<file path="src/rtl/parity_fifo_pkg.sv">
// Shared types and helpers for the parity-screening FIFO.
// Contents: parity_mode_e, pointer/count width helpers, parity_ok().
package parity_fifo_pkg;

    typedef enum logic [1:0] {
        PAR_NONE = 2'd0,
        PAR_EVEN = 2'd1,
        PAR_ODD  = 2'd2
    } parity_mode_e;

    // Widest word parity_ok() can screen; narrower words are zero-extended,
    // which leaves their parity unchanged.
    localparam int unsigned MAX_DATA_W = 256;

    // Address width for an arbitrary (non power-of-two) depth.
    function automatic int unsigned ptr_w(input int unsigned depth);
        return (depth < 2) ? 1 : $clog2(depth);
    endfunction

    // Occupancy width: must also represent the value "depth" itself.
    function automatic int unsigned cnt_w(input int unsigned depth);
        return $clog2(depth + 1);
    endfunction

    function automatic logic parity_ok(input logic [MAX_DATA_W-1:0] data,
                                       input parity_mode_e          mode);
        case (mode)
            PAR_EVEN: return ~(^data);
            PAR_ODD:  return ^data;
            default:  return 1'b1;
        endcase
    endfunction

endpackage

</file>
<file path="src/rtl/fifo_ram.sv">
// Storage array for parity_fifo_v2: synchronous write, asynchronous read.
// Ports: clk, we/waddr/wdata (write port), raddr/rdata (read port).
module fifo_ram #(
    parameter int unsigned DATA_WIDTH = 32,
    parameter int unsigned DEPTH      = 4,
    parameter int unsigned ADDR_WIDTH = 2
) (
    input  logic                  clk,
    input  logic                  we,
    input  logic [ADDR_WIDTH-1:0] waddr,
    input  logic [DATA_WIDTH-1:0] wdata,
    input  logic [ADDR_WIDTH-1:0] raddr,
    output logic [DATA_WIDTH-1:0] rdata
);

    logic [DATA_WIDTH-1:0] mem [DEPTH];

    // Contents are deliberately not reset.
    always_ff @(posedge clk) begin
        if (we) begin
            mem[waddr] <= wdata;
        end
    end

    assign rdata = mem[raddr];

endmodule

</file>
<file path="src/rtl/parity_fifo_v2.sv">
// First-word-fall-through FIFO that screens parity at the write port.
// Ports:
//   clk, rst (sync, active-high), flush_i (sync clear, counters kept)
//   data_i/valid_i/grant_o      : producer side handshake
//   data_o/valid_o/grant_i      : consumer side handshake
//   count_o, almost_full_o, almost_empty_o : occupancy telemetry
//   err_o (1-cycle drop pulse), drop_cnt_o (saturating drop count)
module parity_fifo_v2
    import parity_fifo_pkg::*;
#(
    parameter int unsigned DATA_WIDTH  = 32,
    parameter int unsigned FIFO_DEPTH  = 4,
    parameter int unsigned PARITY_MODE = 1,
    parameter int unsigned AF_THRESH   = FIFO_DEPTH - 1,
    parameter int unsigned AE_THRESH   = 1,
    parameter int unsigned CNT_WIDTH   = 16
) (
    input  logic                               clk,
    input  logic                               rst,
    input  logic                               flush_i,
    input  logic [DATA_WIDTH-1:0]              data_i,
    input  logic                               valid_i,
    output logic                               grant_o,
    output logic [DATA_WIDTH-1:0]              data_o,
    output logic                               valid_o,
    input  logic                               grant_i,
    output logic [$clog2(FIFO_DEPTH+1)-1:0]    count_o,
    output logic                               almost_full_o,
    output logic                               almost_empty_o,
    output logic                               err_o,
    output logic [CNT_WIDTH-1:0]               drop_cnt_o
);

    localparam int unsigned  PTR_W = ptr_w(FIFO_DEPTH);
    localparam int unsigned  CNT_W = cnt_w(FIFO_DEPTH);
    localparam parity_mode_e MODE  = parity_mode_e'(PARITY_MODE[1:0]);

    logic [PTR_W-1:0]     wr_ptr;
    logic [PTR_W-1:0]     rd_ptr;
    logic [CNT_W-1:0]     count;
    logic [CNT_WIDTH-1:0] drop_cnt;
    logic                 err_q;

    logic full;
    logic par_ok;
    logic wr_fire;
    logic wr_good;
    logic wr_bad;
    logic rd_fire;

    // Pointer increment with wrap at an arbitrary depth.
    function automatic logic [PTR_W-1:0] inc_ptr(input logic [PTR_W-1:0] p);
        return (p == PTR_W'(FIFO_DEPTH - 1)) ? '0 : p + PTR_W'(1);
    endfunction

    // Handshake qualification; no pass-through when full, nothing taken during flush.
    assign full    = (count == CNT_W'(FIFO_DEPTH));
    assign grant_o = !full && !flush_i;
    assign valid_o = (count != '0);
    assign par_ok  = parity_ok(MAX_DATA_W'(data_i), MODE);
    assign wr_fire = valid_i && grant_o;
    assign wr_good = wr_fire && par_ok;
    assign wr_bad  = wr_fire && !par_ok;
    assign rd_fire = valid_o && grant_i && !flush_i;

    // Pointers, occupancy and drop telemetry; rst beats flush beats handshakes.
    always_ff @(posedge clk) begin
        if (rst) begin
            wr_ptr   <= '0;
            rd_ptr   <= '0;
            count    <= '0;
            drop_cnt <= '0;
            err_q    <= 1'b0;
        end else if (flush_i) begin
            wr_ptr <= '0;
            rd_ptr <= '0;
            count  <= '0;
            err_q  <= 1'b0;
        end else begin
            err_q <= wr_bad;
            if (wr_good) begin
                wr_ptr <= inc_ptr(wr_ptr);
            end
            if (rd_fire) begin
                rd_ptr <= inc_ptr(rd_ptr);
            end
            if (wr_good && !rd_fire) begin
                count <= count + CNT_W'(1);
            end else if (!wr_good && rd_fire) begin
                count <= count - CNT_W'(1);
            end
            if (wr_bad && (drop_cnt != '1)) begin
                drop_cnt <= drop_cnt + CNT_WIDTH'(1);
            end
        end
    end

    fifo_ram #(
        .DATA_WIDTH (DATA_WIDTH),
        .DEPTH      (FIFO_DEPTH),
        .ADDR_WIDTH (PTR_W)
    ) u_ram (
        .clk   (clk),
        .we    (wr_good && !rst),
        .waddr (wr_ptr),
        .wdata (data_i),
        .raddr (rd_ptr),
        .rdata (data_o)
    );

    assign count_o        = count;
    assign almost_full_o  = (count >= CNT_W'(AF_THRESH));
    assign almost_empty_o = (count <= CNT_W'(AE_THRESH));
    assign err_o          = err_q;
    assign drop_cnt_o     = drop_cnt;

    // Occupancy must stay within [0, FIFO_DEPTH].
    a_count_max: assert property (@(posedge clk) disable iff (rst)
        count <= CNT_W'(FIFO_DEPTH));
    a_no_overflow: assert property (@(posedge clk) disable iff (rst)
        !(wr_good && full));
    a_no_underflow: assert property (@(posedge clk) disable iff (rst)
        !(rd_fire && (count == '0)));

endmodule
</file>
<file path="config.mk">
export PLATFORM = sky130hd
export DESIGN_NAME = parity_fifo_v2
export DESIGN_NICKNAME = d
export VERILOG_FILES = /design/src/rtl/parity_fifo_pkg.sv /design/src/rtl/fifo_ram.sv /design/src/rtl/parity_fifo_v2.sv
export SDC_FILE = /design/constraint.sdc
export NUM_CORES = 1
export LEC_CHECK = 0
export ABC_CLOCK_PERIOD_IN_PS = 3300
export CORE_MARGIN = 4
export CORE_UTILIZATION = 54
export CTS_CLUSTER_SIZE = 28
export DETAILED_ROUTE_END_ITERATION = 8
export PLACE_DENSITY = 0.83
export SLEW_MARGIN = 20
export SYNTH_ARGS = -nofsm -noshare
export SYNTH_HDL_FRONTEND = slang
export SYNTH_SLANG_ARGS = --single-unit
</file>
<file path="constraint.sdc">
create_clock -name clk -period 3.3 [get_ports clk]
set_input_delay 0.495 -clock clk [delete_from_list [all_inputs] [get_ports clk]]
set_output_delay 0.495 -clock clk [all_outputs]
set_load 0.01 [all_outputs]
</file>
==> impl_metrics.ini <==
[sta]
period_share_pct = 85.44
period_needed_ns = 2.819
finalSetupTns_ns = 0
finalHoldViolCount = 0
slew_violations = 0
grt_setup_unrepaired = false
layout_setup_ws_ns = 0.4806
final.setup_skew_ns = 0.007002
setup_viol = 0
slew_headroom_pct = 63.35
max_freq_ghz = 0.3547
worstMarginPinSlew_ns = 0.5456

[synth]
synth_compound_area_share_pct = 1.103
synth_top_family_by_area = multiplexers
seq_area_frac_synth_pct = 69.93
ys_seq_elements = 154
syn_area_um2 = 6241
synthMuxAreaShare_pct = 12.41
yosysTopAreaCell = edfxtp_1
ys_warn_count = 0
synth_xor_xnor_area_share_pct = 6.576
syn-num-nets = 404
ys.flop_type = edfxtp_1
synth_edf_count = 128
synthDistinctLibCells = 35
synth-simple-area-share_pct = 6.776
synth_fa_ha_area_share_pct = 2.005
synth_top_area_share_pct = 61.59
netlist_top_cells_area = edfxtp_1 (62%), mux4_2 (12%), dfxtp_1 (8.3%), xnor2_1 (5.8%), ha_1 (2.0%)
syn_inst = 357
synthArstFlopShare_pct = 0
syn_avg_cell_area_um2 = 17.48

[die]
core_um2 = 11080
fp.dieH_um = 115.5
core.rowCount = 38
start_util_pct = 56.34
die_x_um = 115.5
die-area_um2 = 13340
io_pins = 93

[final_layout]
multi_input_area_um2 = 1807
nets = 519
fill_cells = 644
layout-drive-gt1-share_pct = 18.76
diodes = 0
synthToLayoutAreaGrowth_pct = 29.93
seq_area_um2 = 4365

[grt]
grt_pass1_vias = 3755
grt_overflow_total = 0
grt_pass1_wl_um = 20000
antenna_found_initial = 0
grt_use_total_pct = 20.41
grt_max_degree = 33

[drt]
finalWirelength_um = 12380
drc_errors = 0
dr.first_iter.drc_count = 258
vias_per_cell = 5.510
first_pass_iters = 4
ant_nets = 0
vias = 3444
wire_per_inst_um = 19.81

[worst_setup_path]
cp-end-kind = output port
arrival_ns = 2.32
start_kind = flop
r2r-start = drop_cnt_o[3]
path_class = reg2out
cp_max_fo = 24
worstPathRequired_ns = 2.80

[placement]
place_ws_ns = 0.1085
hpwl_um = 8127
port_buffers = 92
gp_congestion = 0.8293

[clock_tree]
worstSkewPairLatency_ns = 0.42
holdBufCountCts = 0
cts_tree = done
path_clk_slew_ns = 0.06
cts_setup_buffers = 0
htreeDepth = 4
cts-root-buf = clkbuf_16
clock-sinks = 154
cts.path.max_buffers = 2
ctsResizeCount = 0
cts_buffers = 17

[hold_path]
worstHoldStart = rd_ptr[1]
min_path_type = reg2reg

[power]
p_leak_nw = 2.600
power_density_nw_per_um2 = 624.0
peakVddDrop_mv = 0.3679

[outcome]
status = finished clean

[run]
max-cap-violations = 0
-- per-layer routing --
layer / vias up / wire, um / global-route usage (%)
li1: 1595 / - / -
met1: 1705 / 5097 / 26.05
met2: 128 / 6191 / 33.33
met3: 16 / 935 / 7.520
met4: 0 / 156 / 5.556
met5: - / 0 / 0
-- where the power goes --
group | total [mW] | internal (mW) | leakage, nW | switching (mW)
combinational | 0.876 | 0.435 | 0.954 | 0.441
sequential | 2.24 | 2.20 | 1.36 | 0.0412
clock | 1.95 | 1.19 | 0.283 | 0.760
total | 5.06 | 3.82 | 2.60 | 1.24
-- critical path: stages, from the launching register on --
cell	delay [ns]
dfxtp_2	0.54
buf_12	0.28
mux4_2	0.57
clkdlybuf4s50_1	0.51
-- logic make-up (layout without fill, tap and decap cells) --
family          Yosys count  after routing
flops                   154            154
simple gates             81             81
xor+xnor                 46             46
mux                      37             37
buf+inv                  18            146
compound gates           11             11
fa+ha+maj                10             10
-- metrics by stage --
| step | instances | power, mW | cell area (um2) | util [%] | hold WS (ns) |
|---|---|---|---|---|---|
| finish | 625 | 5.060 | 8109 | 73.20 | 0.4833 |
| global route | 625 | 5.278 | 8109 | 73.20 | 0.5330 |
| CTS | 625 | 5.094 | 8109 | 73.20 | 0.4897 |
| detailed placement | 593 | 3.157 | 7511 | 67.80 | 0.4819 |
| global placement | 593 | 3.135 | 7511 | 67.80 | 0.4685 |
| floorplan | 357 | 2.780 | 6241 | - | 0.4541 |
-- synth_stat cells (2+ instances only) --
cell	instances
edfxtp_1	128
xnor2_1	41
mux4_2	32
dfxtp_1	26
nor2_1	26
nand2_1	13
ha_1	10
nor3_1	9
nand3_1	8
clkbuf_1	6
inv_1	6
and2_1	5
buf_1	5
a21oi_1	4
and3_1	4
xor2_1	4
mux2_2	3
a211oi_1	2
mux2i_1	2
nand3b_1	2
nor2b_1	2
nor4_1	2
nor4_2	2
o2111ai_1	2
o21ai_0	2
or3_1	2
-- sequential cells by signal, indices dropped and copies added (netlist names), named ones only --
name	flops
err_o	1
drop_cnt_o	16
rd_ptr	2
u_ram.mem	128
count_o	3
wr_ptr	2
-- final cells by class --
| type | instances | share of cell area, % |
|---|---|---|
| clock buffer | 17 | 5.246 |
| clock inverter | 15 | 2.129 |
| inverter | 6 | 0.2777 |
| multi-input combinational | 185 | 22.28 |
| sequential | 154 | 53.83 |
| tap | 140 | 2.160 |
| timing repair buffer | 108 | 14.07 |
-- cell usage in the layout, fill, tap and decap left out, drive strengths merged, types with 3 or more instances in the layout --
cell	synthesis	final
and3	4	4
nor2	26	26
clkbuf	6	17
nor3	9	9
nand2	13	13
mux2	3	3
clkdlybuf4s50	0	92
bufinv	0	3
edfxtp	128	128
clkinv	0	6
ha	10	10
and2	5	5
buf	6	16
dfxtp	26	26
xnor2	42	42
xor2	4	4
nor4	4	4
nand3	9	9
a21oi	4	4
clkinvlp	0	3
inv	6	9
mux4	32	32
-- path summary, 6_finish.rpt --
path / endpoint / slack [ns] / cells after the start
max reg2reg: drop_cnt_o[13] / 0.95 / 8
min reg2reg: rd_ptr[1] / 0.48 / 2
min: rd_ptr[1] / 0.48 / 2
max: data_o[11] / 0.48 / 3
Power figures use the tool's default switching activity.
